--- config.mk ---
export PLATFORM = sky130hd
export DESIGN_NAME = reset_sequencer_flat
export DESIGN_NICKNAME = d
export VERILOG_FILES = /design/src/rtl/reset_sequencer_pkg.sv /design/src/rtl/reset_sequencer_if.sv /design/src/rtl/reset_sequencer_sync.sv /design/src/rtl/reset_sequencer.sv /design/src/flat_wrapper.sv
export SDC_FILE = /design/constraint.sdc
export NUM_CORES = 1
export LEC_CHECK = 0
export CAP_MARGIN = 40
export CORE_ASPECT_RATIO = 0.9
export CORE_MARGIN = 3
export CORE_UTILIZATION = 55
export DETAILED_ROUTE_END_ITERATION = 8
export PLACE_DENSITY = 0.75
export SLEW_MARGIN = 20
export SYNTH_ARGS = -nofsm -noshare
export SYNTH_HDL_FRONTEND = slang
export SYNTH_HIERARCHICAL = 1
export SYNTH_SLANG_ARGS = --single-unit
export TNS_END_PERCENT = 5
--- constraint.sdc ---
create_clock -name clock -period 5.5 [get_ports clock]
set_input_delay 1.1 -clock clock [delete_from_list [all_inputs] [get_ports clock]]
set_output_delay 1.1 -clock clock [all_outputs]
set_load 0.05 [all_outputs]
--- src/rtl/reset_sequencer_pkg.sv ---
// Shared types and helpers for the board reset/bring-up sequencer.
package reset_sequencer_pkg;

  // Encodings are visible on io_state (debug LEDs), so keep them fixed.
  typedef enum logic [2:0] {
    ST_RESET      = 3'd0,
    ST_WAIT_LOCK  = 3'd1,
    ST_DRAM_RESET = 3'd2,
    ST_WAIT_CALIB = 3'd3,
    ST_CORE_DELAY = 3'd4,
    ST_RUN        = 3'd5,
    ST_FAULT      = 3'd6
  } state_e;

  // Width of the shared phase counter: enough to hold the largest terminal
  // count (largest cycle parameter minus one), never narrower than 1 bit.
  function automatic int cnt_width(input int a, input int b, input int c, input int d);
    int m;
    m = a;
    if (b > m) m = b;
    if (c > m) m = c;
    if (d > m) m = d;
    return (m < 2) ? 1 : $clog2(m);
  endfunction

endpackage

--- src/rtl/reset_sequencer_if.sv ---
// Board-side signals of the reset sequencer: lock/calibration status in,
// DRAM/core resets and debug status out.
interface reset_sequencer_if #(
  parameter int N_LOCK = 3
);
  logic [N_LOCK-1:0] io_locked;
  logic              io_calib_complete;
  logic              io_dram_sys_reset;
  logic              io_dram_aresetn;
  logic              io_core_reset;
  logic [2:0]        io_state;
  logic              io_fault;
  logic [1:0]        io_retries;

  // Board/wrapper side: supplies status, consumes resets.
  modport master (
    output io_locked, io_calib_complete,
    input  io_dram_sys_reset, io_dram_aresetn, io_core_reset,
    input  io_state, io_fault, io_retries
  );

  // Sequencer side.
  modport slave (
    input  io_locked, io_calib_complete,
    output io_dram_sys_reset, io_dram_aresetn, io_core_reset,
    output io_state, io_fault, io_retries
  );
endinterface

--- src/rtl/reset_sequencer_sync.sv ---
// Two-flop synchronizer for asynchronous status inputs; clears to 0 so that
// nothing looks locked or calibrated while the sequencer is held in reset.
module reset_sequencer_sync #(
  parameter int WIDTH = 1
) (
  input  logic             clock,
  input  logic             reset,
  input  logic [WIDTH-1:0] async_i,
  output logic [WIDTH-1:0] sync_o
);
  logic [WIDTH-1:0] meta_q;
  logic [WIDTH-1:0] sync_q;

  // Metastability stage followed by the stable output stage.
  always_ff @(posedge clock or posedge reset) begin
    if (reset) begin
      meta_q <= '0;
      sync_q <= '0;
    end else begin
      meta_q <= async_i;
      sync_q <= meta_q;
    end
  end

  assign sync_o = sync_q;
endmodule

--- src/rtl/reset_sequencer.sv ---
// Board reset sequencer: waits for stable MMCM locks, releases the DRAM
// controller, waits for calibration (with timeout and bounded retries), then
// releases the core. Lock loss or calibration loss re-sequences.
//
// state       | meaning
// RESET       | one cycle after reset release
// WAIT_LOCK   | waiting for all locks to be stable for LOCK_STABLE_CYCLES
// DRAM_RESET  | DRAM held in reset for DRAM_HOLD_CYCLES
// WAIT_CALIB  | DRAM released, waiting for init_calib_complete
// CORE_DELAY  | calibrated, core held for CORE_DELAY_CYCLES
// RUN         | everything released
// FAULT       | retries exhausted, all resets held until board reset
module reset_sequencer
  import reset_sequencer_pkg::*;
#(
  parameter int N_LOCK               = 3,
  parameter int LOCK_STABLE_CYCLES   = 1024,
  parameter int DRAM_HOLD_CYCLES     = 16,
  parameter int CALIB_TIMEOUT_CYCLES = 16777216,
  parameter int CORE_DELAY_CYCLES    = 16,
  parameter int MAX_RETRIES          = 3
) (
  input logic              clock,
  input logic              reset,
  reset_sequencer_if.slave bus
);
  localparam int CW = cnt_width(LOCK_STABLE_CYCLES, DRAM_HOLD_CYCLES,
                                CALIB_TIMEOUT_CYCLES, CORE_DELAY_CYCLES);
  localparam logic [CW-1:0] LOCK_LAST  = CW'(LOCK_STABLE_CYCLES - 1);
  localparam logic [CW-1:0] HOLD_LAST  = CW'(DRAM_HOLD_CYCLES - 1);
  localparam logic [CW-1:0] CALIB_LAST = CW'(CALIB_TIMEOUT_CYCLES - 1);
  localparam logic [CW-1:0] CORE_LAST  = CW'(CORE_DELAY_CYCLES - 1);

  logic [N_LOCK:0] sync_s;
  logic            all_locked;
  logic            calib_s;

  state_e          state_q, state_d;
  logic [CW-1:0]   cnt_q, cnt_d;
  logic [1:0]      retries_q, retries_d;
  logic [1:0]      retry_inc;
  logic            sys_reset_q, sys_reset_d;
  logic            aresetn_q, aresetn_d;
  logic            core_reset_q, core_reset_d;
  logic            fault_q, fault_d;

  reset_sequencer_sync #(.WIDTH(N_LOCK + 1)) u_sync (
    .clock   (clock),
    .reset   (reset),
    .async_i ({bus.io_calib_complete, bus.io_locked}),
    .sync_o  (sync_s)
  );

  assign all_locked = &sync_s[N_LOCK-1:0];
  assign calib_s    = sync_s[N_LOCK];
  assign retry_inc  = (retries_q == 2'b11) ? 2'b11 : retries_q + 2'b01;

  // Next state, shared counter and retry count; outputs decoded from state_d
  // so they register in the same cycle as the state.
  always_comb begin
    state_d      = state_q;
    cnt_d        = cnt_q + 1'b1;
    retries_d    = retries_q;
    sys_reset_d  = 1'b1;
    aresetn_d    = 1'b0;
    core_reset_d = 1'b1;

    case (state_q)
      ST_RESET: state_d = ST_WAIT_LOCK;
      ST_WAIT_LOCK: begin
        if (!all_locked)              cnt_d   = '0;
        else if (cnt_q == LOCK_LAST)  state_d = ST_DRAM_RESET;
      end
      ST_DRAM_RESET: begin
        if (!all_locked)              state_d = ST_WAIT_LOCK;
        else if (cnt_q == HOLD_LAST)  state_d = ST_WAIT_CALIB;
      end
      ST_WAIT_CALIB: begin
        if (!all_locked) begin
          state_d = ST_WAIT_LOCK;
        end else if (cnt_q == CALIB_LAST) begin
          retries_d = retry_inc;
          state_d   = (int'(retry_inc) < MAX_RETRIES) ? ST_DRAM_RESET : ST_FAULT;
        end else if (calib_s) begin
          state_d = ST_CORE_DELAY;
        end
      end
      ST_CORE_DELAY: begin
        if (!all_locked)              state_d = ST_WAIT_LOCK;
        else if (!calib_s)            state_d = ST_DRAM_RESET;
        else if (cnt_q == CORE_LAST)  state_d = ST_RUN;
      end
      ST_RUN: begin
        cnt_d = cnt_q;
        if (!all_locked)              state_d = ST_WAIT_LOCK;
        else if (!calib_s)            state_d = ST_DRAM_RESET;
      end
      ST_FAULT: cnt_d = cnt_q;
      default:  state_d = ST_RESET;
    endcase

    if (state_d != state_q) cnt_d = '0;

    case (state_d)
      ST_WAIT_CALIB, ST_CORE_DELAY: begin
        sys_reset_d = 1'b0;
        aresetn_d   = 1'b1;
      end
      ST_RUN: begin
        sys_reset_d  = 1'b0;
        aresetn_d    = 1'b1;
        core_reset_d = 1'b0;
      end
      default: ;
    endcase
    fault_d = (state_d == ST_FAULT);
  end

  // State, counter and registered reset outputs.
  always_ff @(posedge clock or posedge reset) begin
    if (reset) begin
      state_q      <= ST_RESET;
      cnt_q        <= '0;
      retries_q    <= '0;
      sys_reset_q  <= 1'b1;
      aresetn_q    <= 1'b0;
      core_reset_q <= 1'b1;
      fault_q      <= 1'b0;
    end else begin
      state_q      <= state_d;
      cnt_q        <= cnt_d;
      retries_q    <= retries_d;
      sys_reset_q  <= sys_reset_d;
      aresetn_q    <= aresetn_d;
      core_reset_q <= core_reset_d;
      fault_q      <= fault_d;
    end
  end

  assign bus.io_state          = state_q;
  assign bus.io_dram_sys_reset = sys_reset_q;
  assign bus.io_dram_aresetn   = aresetn_q;
  assign bus.io_core_reset     = core_reset_q;
  assign bus.io_fault          = fault_q;
  assign bus.io_retries        = retries_q;
endmodule

--- src/flat_wrapper.sv ---
// flat-port wrapper written by rule: the top's interface ports become plain ports
module reset_sequencer_flat import reset_sequencer_pkg::*;
#(
  parameter int N_LOCK               = 3,
  parameter int LOCK_STABLE_CYCLES   = 1024,
  parameter int DRAM_HOLD_CYCLES     = 16,
  parameter int CALIB_TIMEOUT_CYCLES = 16777216,
  parameter int CORE_DELAY_CYCLES    = 16,
  parameter int MAX_RETRIES          = 3
)
  (clock, reset, bus_io_locked, bus_io_calib_complete, bus_io_dram_sys_reset, bus_io_dram_aresetn, bus_io_core_reset, bus_io_state, bus_io_fault, bus_io_retries);
  reset_sequencer_if #(.N_LOCK(N_LOCK)) bus_i ();
  input logic clock;
  input logic reset;
  input wire logic [$bits(bus_i.io_locked)-1:0] bus_io_locked;
  input wire logic [$bits(bus_i.io_calib_complete)-1:0] bus_io_calib_complete;
  output wire logic [$bits(bus_i.io_dram_sys_reset)-1:0] bus_io_dram_sys_reset;
  output wire logic [$bits(bus_i.io_dram_aresetn)-1:0] bus_io_dram_aresetn;
  output wire logic [$bits(bus_i.io_core_reset)-1:0] bus_io_core_reset;
  output wire logic [$bits(bus_i.io_state)-1:0] bus_io_state;
  output wire logic [$bits(bus_i.io_fault)-1:0] bus_io_fault;
  output wire logic [$bits(bus_i.io_retries)-1:0] bus_io_retries;
  assign bus_i.io_locked = bus_io_locked;
  assign bus_i.io_calib_complete = bus_io_calib_complete;
  assign bus_io_dram_sys_reset = bus_i.io_dram_sys_reset;
  assign bus_io_dram_aresetn = bus_i.io_dram_aresetn;
  assign bus_io_core_reset = bus_i.io_core_reset;
  assign bus_io_state = bus_i.io_state;
  assign bus_io_fault = bus_i.io_fault;
  assign bus_io_retries = bus_i.io_retries;
  reset_sequencer #(.N_LOCK(N_LOCK), .LOCK_STABLE_CYCLES(LOCK_STABLE_CYCLES), .DRAM_HOLD_CYCLES(DRAM_HOLD_CYCLES), .CALIB_TIMEOUT_CYCLES(CALIB_TIMEOUT_CYCLES), .CORE_DELAY_CYCLES(CORE_DELAY_CYCLES), .MAX_RETRIES(MAX_RETRIES)) u_core (.clock(clock), .reset(reset), .bus(bus_i));
endmodule
[After elaboration in Yosys (flattened, before gate mapping)]
Cells that the tools add are included.
W data, S select, Z words.
Cells by class
  equality and inequality tests: 16
  add/subtract/negate cells: 2
  order comparisons: 1
  muxes and demuxes: 21
  reduce and logical (&&, ||, !) cells: 5
Operators by type and width (number)
  $mux W24: 2
  $pmux W24 S2: 1
  $mux W3: 13
  $add A24 B1 Y24 const B: 1
  $eq A24 B10 Y1 const B: 1
  $eq A24 B24 Y1 const B: 1
  $eq A24 B4 Y1 const B: 1
  $pmux W3 S7: 1
  $eq A3 B3 Y1 const B: 6
  $eq A3 B2 Y1 const B: 3
  $reduce_and A5 Y1: 1
  $eq A3 B1 Y1 const B: 1
  $logic_not A3 Y1: 1
  $mux W1: 3
  $ne A3 B3 Y1: 1
  $reduce_and A3 Y1: 1
  $reduce_or A3 Y1: 1
  $add A2 B1 Y2 const B: 1
  $eq A2 B2 Y1 const B: 1
  $lt A2 B2 Y1 const B: 1
  $mux W2: 1
  $ne A2 B1 Y1 const B: 1
  $reduce_or A2 Y1: 1
Storage, ports and cells
  register bits after elaboration: 41
  input bits: 6
  output and inout port bits: 9
  word-level logic and storage cells: 54

[Longest topological paths before layout]
  depth after elaboration: 10
  gate-level depth with buffers: 8
  depth with buffers taken out: 7

[Modules after synthesis]
Netlist, hierarchy kept.
Modules (own cells, without submodules)
  reset_sequencer: seq. area each 828.3 um2, area an instance 2168.3 um2, cells each 239, times used 1
  reset_sequencer_sync: seq. area each 200.2 um2, area an instance 203.9 um2, cells each 9, times used 1

[Least setup slack after synthesis]
OpenSTA, ideal clock, no wires.
  kind: register -> register
  start point: register u_core.cnt_q[10]
  end point: register u_core.cnt_q[8]
  cell stages (with the launch flop): 8
  path buffers: 1
  period minus slack after synthesis: 2.337 ns
  required time: 5.380 ns
  setup time: 0.120 ns
  arrival: 2.217 ns
  slack: 3.163 ns
  cells stage by stage: dfrtp_1 > or4_4 > or3_4 > o31ai_2 > nor2_2 > o211ai_4 > buf_8 > nor3_2
Between the ends
  cells in the longest elaborated chain, start to end: 7
  elaborated cells between the ends (all ways): 16
  classes of those cells: eq/ne (5); mux (11)
RTL lines
  start, declared: RTL line reset_sequencer.sv:39  | logic [CW-1:0] cnt_q, cnt_d;
  start signal, assigned: RTL line reset_sequencer.sv:131  | cnt_q <= cnt_d;
  $eq A24 B4 Y1: RTL line reset_sequencer.sv:76, reset_sequencer.sv:91
  $mux W3: RTL line reset_sequencer.sv:91  | else if (cnt_q == CORE_LAST) state_d = ST_RUN;
  $mux W3: RTL line reset_sequencer.sv:90  | else if (!calib_s) state_d = ST_DRAM_RESET;
  $mux W3: RTL line reset_sequencer.sv:89  | if (!all_locked) state_d = ST_WAIT_LOCK;
  $pmux W3 S7 *: RTL line reset_sequencer.sv:68  | case (state_q)
  $ne A3 B3 Y1 *: RTL line reset_sequencer.sv:102  | if (state_d != state_q) cnt_d = '0;
  $ne A2 B1 Y1 (no line) / $mux W24 (equally long branches)
Mark *: on every way between the ends. The rest lies on a longest branch, timed or not.
A chain may end at the register's enable or synchronous reset.

[Final worst setup path]
  start point: register u_core.state_q[1] (netlist: u_core/bus.io_state[1])
  end point: output port bus_io_state[1]
RTL lines
  start, declared: RTL line reset_sequencer.sv:38  | state_e state_q, state_d;
  start signal, assigned: RTL line reset_sequencer.sv:130  | state_q <= state_d;
  end, declared: RTL line flat_wrapper.sv:20  | output wire logic [$bits(bus_i.io_state)-1:0] bus_io_state;
No word-level cell between the ends.

==> key figures <==
STA
  • Period utilization: 0.539
  • Worst-margin pin slew: between 600 and 700 ps
  • Final Hold Fails: 0
  • PnR worst setup slack: ~2500 ps
  • Max transition margin: 0.536
  • RSZ-0062 raised after global routing: no
  • Fmax: 0.337 GHz
  • Fin. max-slew vios: 0
  • Setup TNS Final: 0 ps
  • Clock Skew: 11.2 ps
  • Min Tclk post-route: a little under 3000 ps
  • Finish-stage setup viols: 0

Critical path
  • Setup crit start kind: flip-flop
  • Worst Reg-to-Reg Cells: 6
  • Crit. End Element: output port
  • Reg2reg setup slack: 2730 ps
  • Crit. Startpoint: u_core/bus.io_state[1]
  • CP cell instances: clkdlybuf4s50_1
  • Arr. time, crit path: about 1900 ps
  • CP bufs+invs: 1
  • Worst reg2reg startpoint: u_core/cnt_q[15]
  • CP max stage cell: clkdlybuf4s50_1
  • Slowest stage delay, CP: 900 ps
  • Crit Path Class: flip-flop to output port
  • RR Endpoint: u_core/cnt_q[16]
  • Crit Path Max Fanout: 18
  • WP data required: 4400 ps
  • Top delay family on crit path: buffers and inverters

Clock network
  • Clock sinks: 41
  • Total CTS buffers: 5
  • H-tree levels: 2
  • Reg clk slew, reported paths: approximately 80 ps
  • CTS max path bufs: 2
  • Post-CTS Setup Repair Bufs: 0
  • Worst-Skew Late Latency: ~290 ps
  • Post-CTS sizing: 0
  • TritonCTS clock tree: yes
  • CTS Hold Buffers Added: 0
  • Clock root buffer: clkbuf_8

Global routing
  • Global-route wire length before repair: ~8600 um
  • GRT Overall Usage: 0.219
  • Initial antenna violation count: 0
  • Vias in the first global route: 1829
  • Remaining global-route overflow: 0
  • Pin count of the biggest net entering global routing: 34

Power and ir drop
  • Clock power share: 0.427
  • Switching Power: about 120 uW
  • Gate power share: 0.033
  • Sw Ratio: 0.214
  • Cell internal pwr: 447 uW
  • Power per Cell Area: 214 nW/um2
  • Peak VDD IR: 0.000161 V
  • P_leak: 1.05 nW
  • Register share of total power: 0.540

Final layout
  • Layout cell share with drive strength beyond 1: 0.125
  • Area growth syn-to-layout: 11.9%
  • N_diodes: 0
  • Nets: 270
  • Layout Utilization: 0.643
  • Final Non-Filler Cells: 312

Die
  • Row cnt: 22
  • Die span in x: 75.2 um
  • IO Pins: 15
  • Starting Density: 0.575
  • Die extent in y: 68.3 um
  • Die Footprint: just over 5000 um2
  • Core area: 4130 um2

Worst hold path
  • Hold path depth: 0
  • Hold_sp: u_core/u_sync/meta_q[0]
  • Hold Crit Class: flip-flop to flip-flop
  • Worst Hold End: u_core/u_sync/sync_o[0]

Outcome
  • Outcome: completed

Job
  • Number of max-cap violations: 0

Detailed routing
  • Routed WL: 5100 um
  • DR WL/cell: approximately 16 um
  • Via count: 1948
  • First-pass DRT Iterations: 4
  • Routed Antenna Nets: 0
  • DRC errors left: 0
  • Iteration-0 DRC Markers: 147
  • DR vias/cell: 6.24

Logic synthesis
  • Mapped Cells: approximately 250
  • Post-synth top area cell: dfrtp_1
  • Avg Inst Size Synth: 9.57 um2
  • Ys Warns: 6
  • Synth Register Bits: 41
  • Top post-synthesis cells by area: dfrtp_1, nor3_1, nor3_2, xor2_1, xnor2_1
  • Post-synthesis cell area: 2370 um2
  • Seq/Total Area, Yosys: 0.434
  • Yosys top cell area share: 0.411
  • Ys async rst share: 1.00
  • Synthesized Nets: around 260
  • Synth Flop Type: dfrtp_1
  • Synth cell types: 55
  • Post-synth EDFFs: 0

Placed design
  • Post-DP HPWL: 3640 um
  • Placer congestion estimate: 0.840
  • IO buf count: 14
  • DP Worst Slack: between 2000 and 3000 ps
  • Post-Place Cells: between 300 and 400
Yosys cell counts (all sizes together) (3+ instances only):
library cell   n
a21oi          5
a22oi          4
and2           5
and3           6
and4           7
buf            3
clkbuf         6
dfrtp         39
inv            5
nand2         20
nand2b         4
nand3         14
nand4         10
nor2          14
nor2b          3
nor3          33
nor4           6
o211ai         4
o21ai          8
or3            4
or4            3
xnor2          9
xor2          10
state kept, by name (all words and copies together) (netlist names):
name / count
u_core/bus.io_core_reset: 1
u_core/bus.io_dram_aresetn: 1
u_core/bus.io_dram_sys_reset: 1
u_core/bus.io_fault: 1
u_core/bus.io_retries: 2
u_core/bus.io_state: 3
u_core/cnt_q: 24
u_core/u_sync/meta_q: 4
u_core/u_sync/sync_o: 4
final cells by class:
class	instances	area [um2]
Clock inverter	3	46.3
Fill cell	359	1480
Sequential cell	41	1030
Clock buffer	5	68.8
Tap cell	48	60.1
Inverter	5	18.8
Multi-Input combinational cell	193	1260
Timing Repair Buffer	17	170
placed cells by master (no fill, tap or decap), types with 2 or more instances in the layout:
cell	count
nand2b_1	4
xor2_1	10
xnor2_1	9
nor2_1	13
dfstp_2	2
or4_1	2
and3_1	5
inv_1	5
o211ai_1	2
and4_1	6
clkdlybuf4s50_1	14
nor3b_1	2
a22oi_1	4
and2_1	5
or3_1	3
dfrtp_1	39
nor4_1	5
o21a_1	2
a31oi_1	2
o21ai_0	8
nand3_1	14
a21oi_1	5
buf_4	2
nand2_1	20
a21o_1	2
nor3_1	23
nand4_1	10
nor3_2	10
clkbuf_8	5
nor2b_1	3
power by group through the flow:
stage / sequential, mW / clock (mW) / combinational (mW)
after floorplan: 0.312 / 0 / 0.0121
after global placement: 0.313 / 0 / 0.0188
after detailed placement: 0.313 / 0 / 0.0192
after global routing: 0.307 / 0.264 / 0.0210
final: 0.307 / 0.243 / 0.0186
after CTS: 0.307 / 0.249 / 0.0192
worst max-delay path by stage:
stage                                   to  slack, ps  depth (start not counted)
after detailed placement  u_core/cnt_q[16]       2760                          6
after floorplan            u_core/cnt_q[8]       3160                          7
after global placement    u_core/cnt_q[17]       2810                          6
after global routing       bus_io_state[1]       2430                          1
after CTS                  bus_io_state[1]       2520                          1
final                      bus_io_state[1]       2530                          1
per-layer routing:
metal  wire length, um  global-route usage
met5                 0                   0
met4                34              0.0524
met3               289              0.0455
met2              2310               0.335
met1              2470               0.319
cells by family after synthesis:
group / after synthesis / share of synthesized area
fa+ha+maj: 1 / 0.00527
simple gates: 137 / 0.344
buf+inv: 14 / 0.0348
flops: 41 / 0.434
xor+xnor: 19 / 0.0701
compound gates: 36 / 0.112
metrics by stage:
step	hold WS, ps	power (mW)	cell area [um2]
floorplan	331	0.324	2370
global placement	332	0.332	2520
detailed placement	336	0.332	2540
CTS	355	0.575	2650
global route	358	0.592	2650
finish	353	0.568	2650
worst register-to-register path: stages, from the launching register on:
cell and delay [ps]:
dfrtp_1 450, or4_4 540, or3_4 360, nor4_2 360
o211ai_2 180, o211ai_4 600, nor3_1 130
Power figures use the tool's default switching activity.
